==> src/rtl/lif_pkg.sv <==
// lif_pkg: default parameter constants for the LIF neuron bank, plus a helper
// that sizes the per-neuron refractory counter.
package lif_pkg;

  localparam int WIDTH_DEF            = 8;
  localparam int LEAK_SHIFT_DEF       = 1;
  localparam int REFRACT_DEF          = 2;
  localparam logic [7:0] CHAIN_WEIGHT_DEF = 8'd255;

  // Bits needed to hold REFRACT down to 0. The counter is never narrower than
  // one bit, so REFRACT = 0 still gets a legal (always-zero) register.
  function automatic int rcnt_width(input int refract);
    int w;
    w = $clog2(refract + 1);
    return (w < 1) ? 1 : w;
  endfunction

endpackage

==> src/rtl/lif_cell.sv <==
// lif_cell: one leaky integrate-and-fire neuron.
//   clk       - rising-edge clock
//   rst_n     - asynchronous active-low reset (state, rcnt, spike -> 0)
//   ena       - update enable; when low, state and rcnt hold and spike drops
//   in_cur    - input current integrated on each non-refractory enabled edge
//   threshold - firing threshold; 0 disables firing
//   spike     - registered one-cycle spike pulse
//   state     - membrane potential
module lif_cell
  import lif_pkg::*;
#(
  parameter int WIDTH      = WIDTH_DEF,
  parameter int LEAK_SHIFT = LEAK_SHIFT_DEF,
  parameter int REFRACT    = REFRACT_DEF
) (
  input  logic             clk,
  input  logic             rst_n,
  input  logic             ena,
  input  logic [WIDTH-1:0] in_cur,
  input  logic [WIDTH-1:0] threshold,
  output logic             spike,
  output logic [WIDTH-1:0] state
);

  localparam int RW = rcnt_width(REFRACT);

  logic [RW-1:0]    rcnt;
  logic [WIDTH:0]   sum_wide;
  logic [WIDTH-1:0] sum_sat;
  logic             fire;

  // state - (state >> LEAK_SHIFT) never underflows, so one extra bit is
  // enough to catch the carry from adding the input current.
  always_comb begin
    // NOTE: every combinational output gets a value on every path, so no latch is inferred.
    sum_wide = {1'b0, state} - {1'b0, state >> LEAK_SHIFT} + {1'b0, in_cur};
    sum_sat  = sum_wide[WIDTH] ? {WIDTH{1'b1}} : sum_wide[WIDTH-1:0];
    fire     = (threshold != '0) && (sum_sat >= threshold);
  end

  // Refractory-ness is implicit in rcnt: nonzero means input is discarded.
  always_ff @(posedge clk or negedge rst_n) begin
    // NOTE: registers use non-blocking assignments so every cell samples pre-edge values.
    if (!rst_n) begin
      state <= '0;
      rcnt  <= '0;
      spike <= 1'b0;
    end else if (!ena) begin
      spike <= 1'b0;
    end else if (rcnt != '0) begin
      rcnt  <= rcnt - RW'(1);
      state <= '0;
      spike <= 1'b0;
    end else if (fire) begin
      spike <= 1'b1;
      state <= '0;
      rcnt  <= RW'(REFRACT);
    end else begin
      spike <= 1'b0;
      state <= sum_sat;
    end
  end

endmodule

==> src/rtl/lif_array.sv <==
// lif_array: bank of N_NEURONS LIF cells with a shared threshold, optional
// feed-forward chain mode and a state display mux.
//   clk, rst_n - clock and asynchronous active-low reset
//   ena        - update enable for all neurons
//   current    - per-neuron input current, neuron k at [k*WIDTH +: WIDTH]
//   threshold  - shared firing threshold (0 disables firing)
//   chain_en   - neurons k>0 take CHAIN_WEIGHT on a spike of neuron k-1
//   sel        - neuron whose state appears on state_out
//   spike      - per-neuron registered spike pulses
//   state_out  - state of neuron sel, or 0 when sel is out of range
module lif_array
  import lif_pkg::*;
#(
  parameter int N_NEURONS              = 4,
  parameter int WIDTH                  = WIDTH_DEF,
  parameter int LEAK_SHIFT             = LEAK_SHIFT_DEF,
  parameter int REFRACT                = REFRACT_DEF,
  parameter logic [WIDTH-1:0] CHAIN_WEIGHT = WIDTH'(CHAIN_WEIGHT_DEF)
) (
  input  logic                         clk,
  input  logic                         rst_n,
  input  logic                         ena,
  input  logic [N_NEURONS*WIDTH-1:0]   current,
  input  logic [WIDTH-1:0]             threshold,
  input  logic                         chain_en,
  input  logic [$clog2(N_NEURONS)-1:0] sel,
  output logic [N_NEURONS-1:0]         spike,
  output logic [WIDTH-1:0]             state_out
);

  logic [WIDTH-1:0] cell_state [N_NEURONS];
  logic [WIDTH-1:0] cell_in    [N_NEURONS];

  for (genvar k = 0; k < N_NEURONS; k++) begin : g_cell
    // Chain input uses the registered spike of the previous neuron, so a
    // wave advances one neuron per edge.
    if (k == 0) begin : g_head
      assign cell_in[k] = current[k*WIDTH +: WIDTH];
    end else begin : g_tail
      assign cell_in[k] = chain_en ? (spike[k-1] ? CHAIN_WEIGHT : '0)
                                   : current[k*WIDTH +: WIDTH];
    end

    lif_cell #(
      .WIDTH      (WIDTH),
      .LEAK_SHIFT (LEAK_SHIFT),
      .REFRACT    (REFRACT)
    ) u_cell (
      .clk       (clk),
      .rst_n     (rst_n),
      .ena       (ena),
      .in_cur    (cell_in[k]),
      .threshold (threshold),
      .spike     (spike[k]),
      .state     (cell_state[k])
    );
  end

  // Out-of-range sel (possible when N_NEURONS is not a power of two) shows 0.
  always_comb begin
    state_out = '0;
    for (int k = 0; k < N_NEURONS; k++) begin
      if (int'(sel) == k) state_out = cell_state[k];
    end
  end

endmodule

==> config.mk <==
export PLATFORM = sky130hd
export DESIGN_NAME = lif_array
export DESIGN_NICKNAME = d
export VERILOG_FILES = /design/src/rtl/lif_pkg.sv /design/src/rtl/lif_cell.sv /design/src/rtl/lif_array.sv
export SDC_FILE = /design/constraint.sdc
export NUM_CORES = 1
export LEC_CHECK = 0
export CAP_MARGIN = 20
export CORE_MARGIN = 10
export CORE_UTILIZATION = 40
export CTS_BUF_LIST = sky130_fd_sc_hd__clkbuf_8
export DETAILED_ROUTE_END_ITERATION = 8
export DONT_BUFFER_PORTS = 1
export GPL_ROUTABILITY_DRIVEN = 0
export GPL_TIMING_DRIVEN = 0
export PLACE_DENSITY = 0.58
export SYNTH_ARGS = -nofsm -noshare
export SYNTH_HDL_FRONTEND = slang
export SYNTH_SLANG_ARGS = --single-unit
==> constraint.sdc <==
create_clock -name clk -period 14.3 [get_ports clk]
set_clock_uncertainty 0.2 [all_clocks]
set_input_delay 1.43 -clock clk [delete_from_list [all_inputs] [get_ports clk]]
set_output_delay 1.43 -clock clk [all_outputs]
set_load 0.01 [all_outputs]
==> flow_summary_export.csv <==
group,metric,value,unit
yosys,yosys.area.top_type,"dfrtp_1",
clock_network,root_buffer,"clkbuf_8",
detailed_routing,num_vias,4266,
detailed_routing,drtIter0Drc,181,
layout,final_util,43.1,%
yosys,ys_types,53,
pwr,p_per_area,262,mW/mm^2
yosys,syn_area,0.00537,sq mm
yosys,synth_seq_cells,44,
layout,area_growth,5.77,%
clock_network,cts-resized-gates,0,
floorplan,chipWidth,136,um
yosys,synth_common_cells,"128 x inv_1, 80 x ha_1, 44 x a21oi_1, 44 x dfrtp_1, 41 x nor2_1",
floorplan,die_h,136,um
sta,fmax,156,MHz
pwr,p_total,1490,uW
detailed_routing,wl_met2,6.90,mm
detailed_routing,drcViolationCount,0,
detailed_routing,routed_wirelength,14.2,mm
yosys,ys_seq_area_share,20.5,%
global_route,grt_overflow,0,
worst_setup_path,crit_buf_inv,4,
clock_network,cts_tree,"yes",
clock_network,clk_pin_slew,80,ps
yosys,yosysMostFrequentCell,"inv_1",
global_route,track_usage,15.7,%
clock_network,post_cts.repair.setup_buffers,0,
global_route,grt_max_degree,45,
worst_setup_path,path_cells,"inv_1 > buf_1 > a21oi_1 > fa_1 > inv_1 > fa_1 > a211oi_1 > o21ai_0 > a21oi_1 > xor2_1 > and2_1 > inv_1 > ha_1 > o21ai_0 > o21a_1 > o2111a_1 > or3b_2 > mux2_2",
sta,slew_viol_final,0,
sta,timing.hold.ws,312,ps
yosys,synthFlopType,"dfrtp_1",
worst_setup_path,end_kind,"flip-flop",
layout,fin_nets,772,
worst_setup_path,crit_family,"compound AO/OA/AOI/OAI gates",
yosys,synth_top_cells_by_area,"dfrtp_1 20%, ha_1 19%, fa_1 10%",
global_route,antenna_found_initial,0,
sta,layout_min_cycle_time,6400,ps
yosys,syn-instance-count,611,
detailed_routing,dr_wl_met3,1.07,mm
clock_network,clock-sinks,44,
sta,hold_viol,0,
detailed_routing,firstDrtPassIters,4,
clock_network,cts_hold_buf,0,
sta,timing.slew.headroom,50.6,%
sta,fin_setup_tns,0,ps
detailed_routing,antenna_left,0,
floorplan,core_area,0.0132,sq mm
clock_network,clkLatencyLatePin,300,ps
sta,finalSetupViolCount,0,
clock_network,cts.path.max_buffers,2,
place,port-buffer-count,0,
pwr,irDropWorstVdd,0.000114,V
floorplan,die_area,0.0185,sq mm
layout,drive_gt1_share,6.46,%
floorplan,io_pins,58,
global_route,grt_pass1_vias,4393,
yosys,async_flop_share,100,%
sta,grt_setup_unrepaired,"no",
clock_network,htree_levels,2,
run_status,status,"complete, no violations",
detailed_routing,highest_layer,"met4",
clock_network,cts_made_buffers,5,
worst_setup_path,cp_common_cell,"inv_1",
worst_setup_path,cp_slowest_cell,"buf_1",
worst_setup_path,critical_path_class,"input port to flip-flop",
worst_setup_path,cp_data_arrival_time,6390,ps
worst_setup_path,crit_fanout,10,
yosys,syn_nets,765,
worst_setup_path,critPathLaunchType,"input port",
pwr,p_leak,0.00277,uW
sta,period_share,44.8,%
worst_setup_path,cp_slowest_stage_delay,600,ps
global_route,grt_pass1_wl,22.9,mm
detailed_routing,avgRoutedWirePerCell,17.8,um
hold_path,hp-class,"flip-flop to flip-flop",
job,cap_violations,0,
place,dp_hpwl,12.0,mm
layout,n_antenna_cell,0,
floorplan,initial_core_util,40.7,%
floorplan,row_count,42,
yosys,synth_top_area_share,20.5,%
yosys,synth_edf_count,0,
worst_setup_path,required,14290,ps
yosys,synth_warnings,0,
yosys,syn-mean-instance-area,8.80,sq um
detailed_routing,wl_met1,6.11,mm
worst_setup_path,r2r_slack,9050,ps
detailed_routing,viasPerCell,5.37,
sta,worst_slew_pin_slew,741,ps
metrics by stage:
| step | cell area [sq um] | worst slack, ps | cells |
|---|---|---|---|
| 2_1_floorplan | 5370 | 8520 | 611 |
| 3_3_place_gp | 5590 | 7710 | 787 |
| 3_5_place_dp | 5590 | 7600 | 787 |
| 4_1_cts | 5680 | 7920 | 795 |
| 5_1_grt | 5680 | 7490 | 795 |
| 6_report | 5680 | 7900 | 795 |
cell usage in the layout (no fill, tap or decap), drive strengths merged, types with 5 or more instances in the layout:
| master | n |
|---|---|
| a211oi | 8 |
| a21o | 18 |
| a21oi | 44 |
| a31o | 7 |
| and2 | 9 |
| buf | 5 |
| clkbuf | 17 |
| dfrtp | 44 |
| fa | 28 |
| ha | 80 |
| inv | 130 |
| mux2 | 6 |
| mux4 | 8 |
| nand2 | 10 |
| nand2b | 9 |
| nor2 | 41 |
| nor2b | 6 |
| nor3 | 5 |
| nor3b | 5 |
| o21a | 12 |
| o21ai | 24 |
| o21bai | 6 |
| o22ai | 25 |
| xnor2 | 13 |
| xor2 | 9 |
report_power, final:
group          internal, uW  leakage, uW  switching [uW]  total (uW)
clock network          38.1    0.0000538            44.7        82.8
logic                   532      0.00213             673        1200
registers               164     0.000582            36.9         201
total                   734      0.00277             755        1490
layout make-up:
| type | instances | area (sq um) |
|---|---|---|
| plain buffers | 16 | 75.1 |
| clock buffers | 6 | 82.6 |
| inverters | 128 | 480 |
| fillers | 1320 | 7510 |
| multi-input cells | 423 | 3720 |
| clock inverters | 2 | 7.51 |
| well taps | 176 | 220 |
| flip-flops and latches | 44 | 1100 |
sequential cells by signal, summed over array words and instances, names as in the netlist:
name                 flops
g_cell.u_cell.spike      4
g_cell.u_cell.rcnt       8
g_cell.u_cell.state     32
worst paths after layout:
path / from / depth (start not counted) / to
worst max-delay path: chain_en / 18 / g_cell[3].u_cell.rcnt[0]$_DFFE_PN0P_
worst min-delay path: g_cell[2].u_cell.rcnt[0]$_DFFE_PN0P_ / 1 / g_cell[2].u_cell.rcnt[0]$_DFFE_PN0P_
worst max register to register: g_cell[1].u_cell.spike$_DFF_PN0_ / 18 / g_cell[2].u_cell.rcnt[0]$_DFFE_PN0P_
worst min register to register: g_cell[2].u_cell.rcnt[0]$_DFFE_PN0P_ / 1 / g_cell[2].u_cell.rcnt[0]$_DFFE_PN0P_
max in group asynchronous: rst_n / 0 / g_cell[3].u_cell.rcnt[0]$_DFFE_PN0P_
min in group asynchronous: rst_n / 0 / g_cell[0].u_cell.state[3]$_DFFE_PN0P_
metal layers:
metal,up-vias,track usage [%]
met2,86,26.5
met4,0,2.01
met1,2055,20.2
li1,2117,-
met5,-,0
met3,8,4.10
kinds of logic after synthesis:
group	synth area share, %
compound gates	20.7
buf+inv	10.3
fa+ha+maj	29.1
simple gates	10.5
flops	20.5
xor+xnor	3.59
mux	5.35
Power figures use the tool's default switching activity.
